**config.mk**
```make
export PLATFORM = sky130hd
export DESIGN_NAME = updi_uart_tx
export DESIGN_NICKNAME = d
export VERILOG_FILES = /design/src/rtl/updi_uart_tx.sv
export SDC_FILE = /design/constraint.sdc
export NUM_CORES = 1
export LEC_CHECK = 0
export ABC_AREA = 0
export ABC_CLOCK_PERIOD_IN_PS = 4200
export BUFFER_PORTS_ARGS = -buffer_cell sky130_fd_sc_hd__buf_4
export CAP_MARGIN = 20
export CORE_MARGIN = 2
export CORE_UTILIZATION = 60
export CTS_CLUSTER_SIZE = 25
export DETAILED_ROUTE_END_ITERATION = 10
export HOLD_SLACK_MARGIN = 0.1
export MAX_ROUTING_LAYER = met4
export PLACE_DENSITY = 0.87
export SLEW_MARGIN = 5
export SYNTH_ARGS = -nofsm -noshare
export SYNTH_HDL_FRONTEND = slang
export SYNTH_SLANG_ARGS = --single-unit
```
**constraint.sdc**
```tcl
create_clock -name clk -period 4.2 [get_ports clk]
set_clock_uncertainty 0.15 [all_clocks]
set_input_delay 0.42 -clock clk [delete_from_list [all_inputs] [get_ports clk]]
set_output_delay 0.42 -clock clk [all_outputs]
set_load 0.05 [all_outputs]
```
**src/rtl/updi_uart_tx.sv**
```systemverilog
// UPDI transmit serializer: pops one byte per frame from the TX FIFO and sends it
// as an 8E2 frame on the single-wire line, releasing the pad between frames.
module updi_uart_tx #(
    parameter int UART_CLK_DIV = 1736,
    parameter int GAP_BITS     = 0
) (
    input  logic       clk,
    input  logic       rst,
    input  logic [7:0] uart_tx_fifo_data,
    output logic       uart_tx_fifo_rd_en,
    input  logic       uart_tx_fifo_empty,
    input  logic       tx_hold,
    output logic       updi_tx,
    output logic       updi_tx_oe,
    output logic       busy,
    output logic       frame_done
);

    localparam int GAP_CYC = GAP_BITS * UART_CLK_DIV;
    localparam int CNT_MAX = (GAP_CYC > UART_CLK_DIV) ? GAP_CYC : UART_CLK_DIV;
    localparam int CNT_W   = $clog2(CNT_MAX);

    localparam logic [CNT_W-1:0] BIT_RELOAD = CNT_W'(UART_CLK_DIV - 1);
    localparam logic [CNT_W-1:0] GAP_RELOAD = CNT_W'(GAP_CYC - 1);
    localparam logic [CNT_W-1:0] CNT_ZERO   = {CNT_W{1'b0}};
    localparam logic [CNT_W-1:0] CNT_ONE    = CNT_W'(1);

    localparam logic [3:0] S_IDLE   = 4'd0;
    localparam logic [3:0] S_FETCH  = 4'd1;
    localparam logic [3:0] S_LOAD   = 4'd2;
    localparam logic [3:0] S_START  = 4'd3;
    localparam logic [3:0] S_DATA   = 4'd4;
    localparam logic [3:0] S_PARITY = 4'd5;
    localparam logic [3:0] S_STOP1  = 4'd6;
    localparam logic [3:0] S_STOP2  = 4'd7;
    localparam logic [3:0] S_GAP    = 4'd8;

    logic [3:0]       state_q, state_d;
    logic [CNT_W-1:0] cyc_q, cyc_d;
    logic [2:0]       bit_q, bit_d;
    logic [7:0]       shift_q, shift_d;
    logic             par_q, par_d;
    logic             tx_q, tx_d;
    logic             oe_q, oe_d;
    logic             rd_en_q, rd_en_d;
    logic             busy_q, busy_d;
    logic             done_q, done_d;
    logic             bit_end;

    // Next-state, bit timing and shift register update.
    always_comb begin
        state_d = state_q;
        cyc_d   = cyc_q;
        bit_d   = bit_q;
        shift_d = shift_q;
        par_d   = par_q;
        bit_end = (cyc_q == CNT_ZERO);
        case (state_q)
            S_IDLE: begin
                if (!uart_tx_fifo_empty && !tx_hold) begin
                    state_d = S_FETCH;
                end else begin
                    state_d = S_IDLE;
                end
            end
            S_FETCH: begin
                state_d = S_LOAD;
            end
            S_LOAD: begin
                shift_d = uart_tx_fifo_data;
                par_d   = ^uart_tx_fifo_data;
                cyc_d   = BIT_RELOAD;
                bit_d   = 3'd0;
                state_d = S_START;
            end
            S_START, S_PARITY, S_STOP1: begin
                if (bit_end) begin
                    cyc_d = BIT_RELOAD;
                    if (state_q == S_START) begin
                        state_d = S_DATA;
                    end else if (state_q == S_PARITY) begin
                        state_d = S_STOP1;
                    end else begin
                        state_d = S_STOP2;
                    end
                end else begin
                    cyc_d = cyc_q - CNT_ONE;
                end
            end
            S_DATA: begin
                if (bit_end) begin
                    cyc_d   = BIT_RELOAD;
                    shift_d = {1'b0, shift_q[7:1]};
                    if (bit_q == 3'd7) begin
                        state_d = S_PARITY;
                    end else begin
                        bit_d = bit_q + 3'd1;
                    end
                end else begin
                    cyc_d = cyc_q - CNT_ONE;
                end
            end
            S_STOP2: begin
                if (bit_end) begin
                    if (GAP_BITS > 0) begin
                        cyc_d   = GAP_RELOAD;
                        state_d = S_GAP;
                    end else begin
                        cyc_d   = CNT_ZERO;
                        state_d = S_IDLE;
                    end
                end else begin
                    cyc_d = cyc_q - CNT_ONE;
                end
            end
            S_GAP: begin
                if (bit_end) begin
                    state_d = S_IDLE;
                end else begin
                    cyc_d = cyc_q - CNT_ONE;
                end
            end
            default: begin
                state_d = S_IDLE;
                cyc_d   = CNT_ZERO;
                bit_d   = 3'd0;
            end
        endcase
    end

    // Outputs are decoded from the next state so the registered pins line up with state_q.
    always_comb begin
        rd_en_d = (state_d == S_FETCH);
        busy_d  = (state_d != S_IDLE);
        oe_d    = (state_d >= S_START) && (state_d <= S_STOP2);
        done_d  = (state_d == S_STOP2) && (cyc_d == CNT_ZERO);
        case (state_d)
            S_START:  tx_d = 1'b0;
            S_DATA:   tx_d = shift_d[0];
            S_PARITY: tx_d = par_d;
            default:  tx_d = 1'b1;
        endcase
    end

    // State, counters and registered outputs; reset releases the line at once.
    always_ff @(posedge clk or posedge rst) begin
        if (rst) begin
            state_q <= S_IDLE;
            cyc_q   <= CNT_ZERO;
            bit_q   <= 3'd0;
            shift_q <= 8'h00;
            par_q   <= 1'b0;
            tx_q    <= 1'b1;
            oe_q    <= 1'b0;
            rd_en_q <= 1'b0;
            busy_q  <= 1'b0;
            done_q  <= 1'b0;
        end else begin
            state_q <= state_d;
            cyc_q   <= cyc_d;
            bit_q   <= bit_d;
            shift_q <= shift_d;
            par_q   <= par_d;
            tx_q    <= tx_d;
            oe_q    <= oe_d;
            rd_en_q <= rd_en_d;
            busy_q  <= busy_d;
            done_q  <= done_d;
        end
    end

    assign uart_tx_fifo_rd_en = rd_en_q;
    assign updi_tx            = tx_q;
    assign updi_tx_oe         = oe_q;
    assign busy               = busy_q;
    assign frame_done         = done_q;

endmodule

```
==> flow_summary.json, run 1 <==
{
  "status": "completed",
  "synth_top_cell_area_share_pct": 35.3,
  "synth_area_um2": 2200,
  "placed_cell_area_um2": 2310,
  "nets": 280,
  "grt_pass1_vias": 1836,
  "wire_per_inst_um": 16.4,
  "synthDistinctLibCells": 69,
  "rsz0062_at_grt": "false",
  "numCtsBuffers": 5,
  "core_um2": 3420,
  "synth_seq_area_share_pct": 36.5,
  "syn_area_per_cell_um2": 8.73,
  "p_per_area_nw_per_um2": 238,
  "tritoncts": "built",
  "wl_um": 5080,
  "fmax_ghz": 0.274,
  "cp_max_fo": 15,
  "drc_errors": 0,
  "dp_hpwl_um": 3590,
  "synthToLayoutAreaGrowth_pct": 8.76,
  "period_minus_slack_ns": 3.65,
  "setup.worst_path.start_class": "flop",
  "drt.antenna.violating_nets": 0,
  "synth_common_cells": "dfrtp_1, nand2_1, nor2_1",
  "antenna_found_initial": 0,
  "fin_setup_tns_ns": 0,
  "clk_path_buf_depth": 2,
  "period_share_pct": 87.0,
  "hold_violations": 0,
  "ios": 17,
  "drt-vias-per-instance": 6.31,
  "critPathCaptureType": "flop",
  "setup_viol": 0,
  "drtIter0Drc": 218,
  "slew_violations": 0,
  "synth_ff_type": "dfrtp_1",
  "arrival_ns": 3.77,
  "row_count": 21,
  "cts_num_sinks": 32,
  "relSlewSlack_pct": 39.1,
  "clk_pin_slew_worst_paths_ns": 0.11,
  "ys_seq_elements": 32,
  "max_cap_viol_count": 0,
  "hold_path.class": "input pin to flop",
  "yosysWarnings": 0,
  "total_power_mw": 0.569,
  "die_y_um": 64.5,
  "num_antenna_cells": 0,
  "crit_type": "flop to flop",
  "synth_area_leaders": "dfrtp_1, nand2_1, nor2_1",
  "synth.most_common_cell": "dfrtp_1",
  "dieArea_um2": 4170,
  "synth_edf_count": 0,
  "final_util_pct": 70.0,
  "clk_latency_ns": 0.35,
  "leakage_nw": 1.02,
  "grt_max_degree": 35,
  "grt.total_usage_pct": 28.8,
  "synthCells": 252,
  "vdd.ir_drop.worst_uv": 243,
  "layout-drive-gt1-share_pct": 15.6,
  "vias": 1951,
  "cts_root_buf": "clkbuf_4",
  "place.gp.congestion": 0.943,
  "synth_top_area_cell": "dfrtp_1",
  "cts_setup_buffers": 0,
  "fin_area_um2": 2390,
  "synth_nets": 270,
  "initial_core_util_pct": 64.4,
  "place_ws_ns": 0.579,
  "required_ns": 4.32,
  "worst_pin_slew_ns": 0.914,
  "drtPass1Iterations": 5,
  "grt_first_pass_wirelength_um": 9030,
  "async_flop_share_pct": 100,
  "grt_overflow": 0,
  "die-width_um": 64.5,
  "htree_levels": 2,
  "port_buffers": 16,
  "setup_ws_ns": 0.548
}
[worst max-delay path: stages (launching register included)]
cell,delay [ns]
dfrtp_1,0.44
inv_1,0.13
ha_1,0.17
nor4b_1,0.31
and3_4,0.34
inv_2,0.17
ha_1,0.22
and4_1,0.19
a211oi_1,0.21
o221ai_1,0.18
a311oi_1,0.29
nand4bb_1,0.14
or4b_1,0.50
nor4_2,0.14
[logic make-up after synthesis]
family	synth area share (%)
XOR/XNOR	2.79
buffers and inverters	5.29
AO/OA/AOI/OAI	25.1
AND/OR/NAND/NOR	25.5
adder cells (fa/ha/maj)	3.41
flip-flops	36.5
multiplexers	1.37
[cell type report]
class / instances / area, µm²
Timing Repair Buffer: 19 / 145
Multi-Input combinational cell: 194 / 1280
Clock buffer: 8 / 68.8
Sequential cell: 32 / 802
Tap cell: 46 / 57.6
Inverter: 10 / 37.5
Fill cell: 288 / 1020
[state kept, by name, summed over array words and instances (netlist names), 3 cells and up]
name,cells
cyc_q,11
shift_q,8
state_q,4
bit_q,3
[stage by stage]
| stage | hold slack [ns] | cells |
|---|---|---|
| 6_report | 0.139 | 309 |
| 5_1_grt | 0.161 | 309 |
| 4_1_cts | 0.149 | 309 |
| 3_5_place_dp | 0.314 | 300 |
| 3_3_place_gp | 0.310 | 300 |
| 2_1_floorplan | 0.295 | 252 |
[per-layer routing]
metal / track usage [%] / vias up / wire (µm)
met4: 11.2 / 0 / 101
li1: - / 956 / -
met1: 37.8 / 921 / 2200
met3: 6.42 / 11 / 307
met5: - / - / 0
met2: 43.9 / 63 / 2470
[path summary, 6_finish.rpt]
kind | to | startpoint | slack [ns] | depth (start not counted)
worst max-delay path | frame_done | cyc_q[0] | 0.55 | 13
worst min-delay path | shift_q[2] | uart_tx_fifo_data[2] | 0.14 | 3
worst max register to register | frame_done | cyc_q[0] | 0.55 | 13
worst min register to register | shift_q[0] | shift_q[0] | 0.33 | 1
max in group asynchronous | updi_tx | rst | 3.02 | 4
min in group asynchronous | cyc_q[10] | rst | 0.53 | 4
[cells in the final DEF, fill, tap and decap left out, drive strengths merged, types with 7 or more instances in the layout]
cell type,Yosys,layout
buf,11,18
o21ai,17,17
nor2,25,25
nand2,25,25
dfrtp,31,31
a21oi,13,13
nor3,9,9
inv,10,10
xnor2,7,7
a22oi,7,7
clkbuf,5,8
[timing repair]
| action | in CTS | in global routing |
|---|---|---|
| hold endpoints to repair | 31 | 0 |
| hold buffers | 1 | 0 |
| gates resized for setup | 0 | 0 |
| endpoints found under the setup margin | 0 | 0 |
[report_power, final]
part / internal (mW) / switching, mW
combinational: 0.0202 / 0.0204
sequential: 0.316 / 0.00364
clock: 0.0984 / 0.110
No activity file was read; power rests on OpenSTA's default activity.
==> run 2, diff against run 1 <==
BUFFER_PORTS_ARGS = not set   (was -buffer_cell sky130_fd_sc_hd__buf_4)
CORE_UTILIZATION = 63   (was 60)
DONT_BUFFER_PORTS = 1   (was not set)
PLACE_DENSITY = 0.86   (was 0.87)
==> run 2 against run 1 <==
Net effect: utilization grew 0.94 points; power is 9.8% higher; die area decreased by 4.5%; combinational power decreased by 9.9%; final cell count shrank 2.9%; largest cell class unchanged; largest power group unchanged.
==> flow_summary.json, run 2 (same netlist as run 1, synthesis figures left out) <==
{
  "dieArea_um2": 3980,
  "cts_resized": 0,
  "required_ns": 4.31,
  "wire_per_inst_um": 17.6,
  "ios": 17,
  "fmax_ghz": 0.278,
  "reg_top3": "cyc_q x11, shift_q x8, state_q x4",
  "grt_pass1_vias": 1811,
  "setup_viol": 0,
  "largest_register_ffs": 11,
  "vdd.ir_drop.worst_uv": 220,
  "grt_max_degree": 35,
  "synthToLayoutAreaGrowth_pct": 7.68,
  "place_ws_ns": 0.656,
  "startpoint": "cyc_q[0]",
  "clk_path_buf_depth": 2,
  "initial_core_util_pct": 65.9,
  "dp_hpwl_um": 3470,
  "place.gp.congestion": 0.962,
  "period_share_pct": 85.7,
  "port_buffers": 0,
  "relSlewSlack_pct": 36.5,
  "r2r_start": "cyc_q[0]",
  "arrival_ns": 3.71,
  "antenna_found_initial": 0,
  "vias": 1956,
  "dp.cells": 284,
  "htree_levels": 2,
  "drtIter0Drc": 207,
  "placed_cell_area_um2": 2190,
  "grt_overflow": 0,
  "row_count": 21,
  "wl_um": 5290,
  "top_register": "cyc_q",
  "max_cap_viol_count": 0,
  "numCtsBuffers": 5,
  "grt.total_usage_pct": 29.5,
  "tritoncts": "built",
  "total_power_mw": 0.624,
  "die_y_um": 63.1,
  "leakage_nw": 0.984,
  "setup_ws_ns": 0.600,
  "status": "completed",
  "layout_commonest_cell": "dfrtp_1",
  "die-width_um": 63.1,
  "clk_latency_ns": 0.34,
  "num_antenna_cells": 0,
  "drc_errors": 0,
  "layout-drive-gt1-share_pct": 10.2,
  "fin_area_um2": 2370,
  "grt_first_pass_wirelength_um": 8850,
  "final_util_pct": 71.0,
  "cts_root_buf": "clkbuf_4",
  "instances_no_fill": 300,
  "holdWs_ns": 0.158,
  "fin_setup_tns_ns": 0,
  "slew_violations": 0,
  "critPathCaptureType": "flop",
  "hold_path.class": "input pin to flop",
  "cts_num_sinks": 32,
  "p_per_area_nw_per_um2": 264,
  "drt-vias-per-instance": 6.52,
  "clk_pin_slew_worst_paths_ns": 0.11,
  "nets": 271,
  "crit_type": "flop to flop",
  "drtPass1Iterations": 5,
  "cp_max_fo": 15,
  "setup.worst_path.start_class": "flop",
  "rsz0062_at_grt": "false",
  "period_minus_slack_ns": 3.60,
  "drt.antenna.violating_nets": 0,
  "worstHoldStart": "tx_hold",
  "worst_pin_slew_ns": 0.953,
  "core_um2": 3340,
  "hold_violations": 0,
  "mostFrequentLayoutCells": "dfrtp_1, nand2_1, nor2_1, o21ai_0, a21oi_1",
  "r2r_setup_slack_ns": 0.60
}
[run 2: worst paths after layout]
kind                                 endpoint  cells past startpoint
min                        uart_tx_fifo_rd_en                      2
min in group asynchronous           cyc_q[10]                      3
max in group asynchronous             updi_tx                      3
max reg2reg                        frame_done                     13
max                                frame_done                     13
min reg2reg                          bit_q[0]                      1
[run 2: where the power goes]
part           internal [mW]  total [mW]  switching (mW)
Combinational         0.0182      0.0366          0.0183
Clock                  0.158       0.269           0.111
Sequential             0.316       0.319         0.00334
Total                  0.492       0.624           0.133
[run 2: layout make-up]
cell class,instances,area [µm²]
Sequential cell,32,802
Fill cell,266,968
Multi-Input combinational cell,194,1280
Clock buffer,7,65.1
Tap cell,46,57.6
Timing Repair Buffer,10,95.1
Inverter,10,37.5
Clock inverter,1,30.0
[run 2: worst max-delay path: stages, from the launching register on]
cell and delay, ns:
dfrtp_1 0.44, inv_1 0.13, ha_1 0.16, nor4b_1 0.30
and3_4 0.34, inv_2 0.17, ha_1 0.21, and4_1 0.20
a211oi_1 0.17, o221ai_1 0.16, a311oi_1 0.30, nand4bb_1 0.15
or4b_1 0.50, nor4_2 0.14
[run 2: layer usage]
metal / part of all wire [%] / vias up / GRT usage [%]
li1: - / 930 / -
met1: 44 / 941 / 40.2
met2: 50 / 71 / 44.8
met3: 4.3 / 14 / 5.00
met4: 2.2 / 0 / 10.6
met5: 0 / - / -
[run 2: what timing repair did]
| item | in CTS | in global routing |
|---|---|---|
| hold buffers | 8 | 0 |
| endpoints found under the hold margin | 38 | 0 |
| setup buffers | 0 | 0 |
| endpoints found under the setup margin | 0 | 0 |
